**config.mk**
```make
export PLATFORM = sky130hd
export DESIGN_NAME = servo_ramp_ctrl
export DESIGN_NICKNAME = d
export VERILOG_FILES = /design/src/rtl/servo_ramp_ctrl.sv
export SDC_FILE = /design/constraint.sdc
export NUM_CORES = 1
export LEC_CHECK = 0
export ABC_AREA = 1
export BUFFER_PORTS_ARGS = -buffer_cell sky130_fd_sc_hd__buf_2
export CAP_MARGIN = 20
export CORE_MARGIN = 2
export CORE_UTILIZATION = 50
export CTS_BUF_LIST = sky130_fd_sc_hd__clkbuf_8 sky130_fd_sc_hd__clkbuf_16
export DETAILED_ROUTE_END_ITERATION = 12
export GPL_TIMING_DRIVEN = 0
export PLACE_DENSITY = 0.71
export SYNTH_ARGS = -nofsm -noshare
export SYNTH_HDL_FRONTEND = slang
export SYNTH_SLANG_ARGS = --single-unit
```
**constraint.sdc**
```tcl
create_clock -name clk -period 5.95 [get_ports clk]
set_input_delay 0.595 -clock clk [delete_from_list [all_inputs] [get_ports clk]]
set_output_delay 0.595 -clock clk [all_outputs]
set_load 0.005 [all_outputs]
```
**src/rtl/servo_ramp_ctrl.sv**
```systemverilog
// Servo position sequencer for the PWM generator: maps 8-bit commands to pulse widths and
// moves the duty only at frame boundaries. Define SERVO_SLEW_EN to limit the change per frame to STEP.
module servo_ramp_ctrl #(
  parameter int unsigned PERIOD   = 500000,
  parameter int unsigned DUTY_MIN = 25000,
  parameter int unsigned DUTY_MAX = 50000,
  parameter int unsigned STEP     = 250
) (
  input  logic        clk,
  input  logic        rst_n,
  input  logic        cmd_valid,
  input  logic [7:0]  cmd_pos,
  output logic        cmd_ready,
  input  logic        enable,
  output logic [31:0] duty_cycle,
  output logic [31:0] period,
  output logic        frame_tick,
  output logic        busy,
  output logic        at_target
);

  localparam logic [31:0] CENTER   = 32'(DUTY_MIN + (DUTY_MAX - DUTY_MIN) / 2);
  localparam logic [31:0] SPAN     = 32'(DUTY_MAX - DUTY_MIN);
  localparam logic [31:0] LAST_CNT = 32'(PERIOD - 1);

  if (STEP == 0 || DUTY_MIN >= DUTY_MAX || DUTY_MAX > PERIOD) begin : g_bad_params
    $error("servo_ramp_ctrl: inconsistent STEP/DUTY_MIN/DUTY_MAX/PERIOD");
  end

  typedef enum logic [1:0] {IDLE, CALC, RAMP} state_t;

  state_t      state, state_nxt;
  logic [31:0] frame_cnt, cnt_nxt;
  logic [7:0]  pos_q;
  logic [31:0] target, duty_cur, duty_next, stepped, mapped;
  logic [39:0] prod;
  logic        xfer;

  assign cmd_ready = (state != CALC);
  assign busy      = (state != IDLE);
  assign at_target = (state == IDLE);
  assign period    = PERIOD;
  assign xfer      = cmd_valid && cmd_ready;

  assign cnt_nxt = (frame_cnt == LAST_CNT) ? 32'd0 : frame_cnt + 32'd1;

  // Position 255 is pinned to DUTY_MAX; the shift alone would land just short of it.
  always_comb begin
    prod   = 40'(pos_q) * 40'(SPAN);
    mapped = (pos_q == 8'hFF) ? DUTY_MAX : DUTY_MIN + prod[39:8];
  end

`ifdef SERVO_SLEW_EN
  logic        up;
  logic [31:0] diff;

  always_comb begin
    up   = (target > duty_cur);
    diff = up ? target - duty_cur : duty_cur - target;
    if (diff <= STEP) stepped = target;
    else              stepped = up ? duty_cur + STEP : duty_cur - STEP;
  end
`else
  assign stepped = target;
`endif

  assign duty_next = (state == RAMP && frame_tick) ? stepped : duty_cur;

  // NOTE: every variable written here gets a default first, so no path can infer a latch.
  always_comb begin
    state_nxt = state;
    unique case (state)
      IDLE: if (xfer) state_nxt = CALC;
      CALC: state_nxt = (mapped == duty_cur) ? IDLE : RAMP;
      RAMP: begin
        if (xfer)                                state_nxt = CALC;
        else if (frame_tick && stepped == target) state_nxt = IDLE;
      end
      default: state_nxt = IDLE;
    endcase
  end

  // NOTE: registers use non-blocking assignments so every process samples pre-edge values.
  always_ff @(posedge clk or negedge rst_n) begin
    if (!rst_n) begin
      state      <= IDLE;
      frame_cnt  <= 32'd0;
      frame_tick <= 1'b0;
      duty_cycle <= 32'd0;
      duty_cur   <= CENTER;
      target     <= CENTER;
      pos_q      <= 8'd0;
    end else begin
      state      <= state_nxt;
      frame_cnt  <= cnt_nxt;
      frame_tick <= (cnt_nxt == LAST_CNT);
      duty_cur   <= duty_next;
      if (frame_tick)    duty_cycle <= enable ? duty_next : 32'd0;
      if (xfer)          pos_q      <= cmd_pos;
      if (state == CALC) target     <= mapped;
    end
  end

endmodule

```
==> results.ini <==
[cts]
cts_setup_buffers=0
root_buffer=clkbuf_16
cts_resized=0
cts_made_buffers=17
htreeDepth=4
cts_tree=yes
clock_path_buffers=2
clock_latency_ns=0.42
hold_buffers=0
clkTransAtPathRegs_ns=0.07
clock-sinks=123

[power]
p_int_mw=2.53
comb_power_share_pct=59.2
switching_share_pct=48.1
ir_drop_mv=0.368
clockPowerShare_pct=21.0
switching_power_mw=2.34
report.power.total_mw=4.87
seqPwrFrac_pct=19.8
power_per_cell_area_nw_per_um2=524
power_leakage_nw=5.14

[yosys]
yosysSeqAreaShare_pct=38.5
synth.distinct_cells=38
yosys_warnings=0
ys_top_cells_by_area=dfrtp_1, nand2_1, inv_1
yosys.area.top_type=dfrtp_1
syn_avg_cell_area_um2=7.62
syn_inst=1057
synth-seq-cells=123
syn_area_um2=8050
yosysTopAreaCellShare_pct=33.3

[worst_setup_path]
cp_slowest_cell=fa_1
critical_path.top_delay_family=adder cells
reg2reg_setup_slack_ns=0.97
critPathCaptureType=register
path_buf_inv=2
arrival_ns=5.29
cp_max_fo=6
worstSetupStartpointType=register
critical_path_class=register to register
max_stage_delay_ns=0.53
path_common_cell=nand2_1
required_ns=6.26

[drt]
drc=0
via_per_inst=4.88
vias=6744
routedWlPerCell_um=12.6
routed_wl_mm=17.4
drt_iter0_markers=378
antenna_left=0
first_pass_iters=5

[cells_and_area]
layout_common_cells=nand2_1, inv_1, dfrtp_1, nor2_1, nand3_1
fin_area_um2=9290
final_cells=1383
antenna_cells=0
drive_above_1_share_pct=14.6
register_area_um2=3100
final_net_count=1231
layout_commonest_cell=nand2_1
nFillCells=1456
area_growth_pct=15.4
multi_input_area_um2=4050

[timing]
min_period_ns=4.98
period_share_pct=83.7
worst_pin_slew_ns=0.536
slew_headroom_pct=64.3
grt_setup_unrepaired=false
finalSetupViolations=0
drv_slew=0
finClkSkew_ns=0.0143
fmax_mhz=201
hold_viol=0
fin_tns_setup_ns=0

[global_routing]
overflow=0
grt_pass1_wl_mm=29.5
grt_pass1_vias=6504
antenna_found_initial=0
grt_max_degree=82
grtUsageTotal_pct=21.7

[outcome]
status=finished clean

[floorplan]
die_h_um=131
die-area_um2=17100
boundaryPins=80
core_um2=15800
initial_core_util_pct=50.9
die_w_um=131
fp-row-count=46

[place]
dp_hpwl_mm=13.4
io_buffers=47
dpl-instance-area_um2=8700
dp_cells=1351
place.gp.congestion=0.891

[job]
max-cap-violations=0

[min_path]
min_path_type=primary input to async pin

-- Yosys cell counts (all sizes together) --
cell type	instances
nand2	285
nand4	33
nor2	104
o31ai	16
buf	36
nand3	65
dfstp	16
mux2	5
and2	3
nand3b	5
dfrtp	107
or2	4
nor3b	2
nor3	17
a21o	1
xor2	26
ha	53
fa	12
nor4	5
conb	2
clkbuf	15
o21ai	43
a31oi	2
clkinv	1
a21oi	13
inv	185
xnor2	1
-- power by group through the flow --
stage,combinational [mW],clock [mW],sequential [mW]
2_1_floorplan,2.32,0,0.963
3_3_place_gp,2.82,0,0.974
3_5_place_dp,2.87,0,0.977
4_1_cts,2.88,1.04,0.964
6_report,2.88,1.02,0.964
5_1_grt,3.40,1.08,0.972
-- cell type report --
type | instances | share of cell area (%)
Timing Repair Buffer | 48 | 2.90
Clock buffer | 18 | 4.73
Sequential cell | 123 | 33.4
Clock inverter | 14 | 1.58
Inverter | 186 | 7.52
Tap cell | 216 | 2.91
Multi-Input combinational cell | 727 | 43.6
Buffer | 51 | 3.39
-- stage by stage --
stage,hold slack (ns),util (%),setup slack (ns)
floorplan,0.299,-,1.59
global placement,0.434,54.8,0.981
detailed placement,0.456,55.0,0.938
CTS,0.101,58.7,0.952
global route,0.124,58.7,0.486
finish,0.103,58.7,0.972
-- final timing paths --
path | depth (start not counted) | end | from
worst max-delay path | 28 | state[1]$_DFFE_PN0P_ | pos_q[2]$_DFFE_PN0P_
worst min-delay path | 1 | stepped[10]$_DFFE_PN0P_ | rst_n
worst max register to register | 28 | state[1]$_DFFE_PN0P_ | pos_q[2]$_DFFE_PN0P_
worst min register to register | 2 | stepped[15]$_DFFE_PN1P_ | stepped[15]$_DFFE_PN1P_
max in group asynchronous | 2 | stepped[4]$_DFFE_PN1P_ | rst_n
min in group clk | 2 | pos_q[5]$_DFFE_PN0P_ | cmd_pos[5]
-- metal layers --
layer | up-vias | share of wire [%] | track usage (%)
met2 | 122 | 48 | 37.0
li1 | 3456 | - | -
met4 | 0 | 2.1 | 7.01
met3 | 31 | 3.2 | 4.44
met1 | 3135 | 47 | 27.9
met5 | - | 0 | 0
-- flip-flops by register name, summed over array words and instances, names as in the netlist --
name	flops
duty_cycle	32
state	2
duty_cur	32
frame_tick	1
pos_q	8
stepped	16
frame_cnt	32
-- cells by family after synthesis --
logic type / after synthesis / share of synthesized area (%)
adder cells (fa/ha/maj): 65 / 11.2
flip-flops: 123 / 38.5
XOR/XNOR: 27 / 2.94
buffers and inverters: 237 / 12.6
other: 2 / 0.0933
AND/OR/NAND/NOR: 523 / 28.7
multiplexers: 5 / 0.699
AO/OA/AOI/OAI: 75 / 5.27
-- worst reg2reg max path, delay by kind of cell, from the launching register on --
family,cells,cell delay [ns]
fa+ha+maj,6,2.32
buf+inv,2,0.10
simple gates,19,1.90
flops,1,0.45
xor+xnor,1,0.09
(Power assumes the default switching activity.)
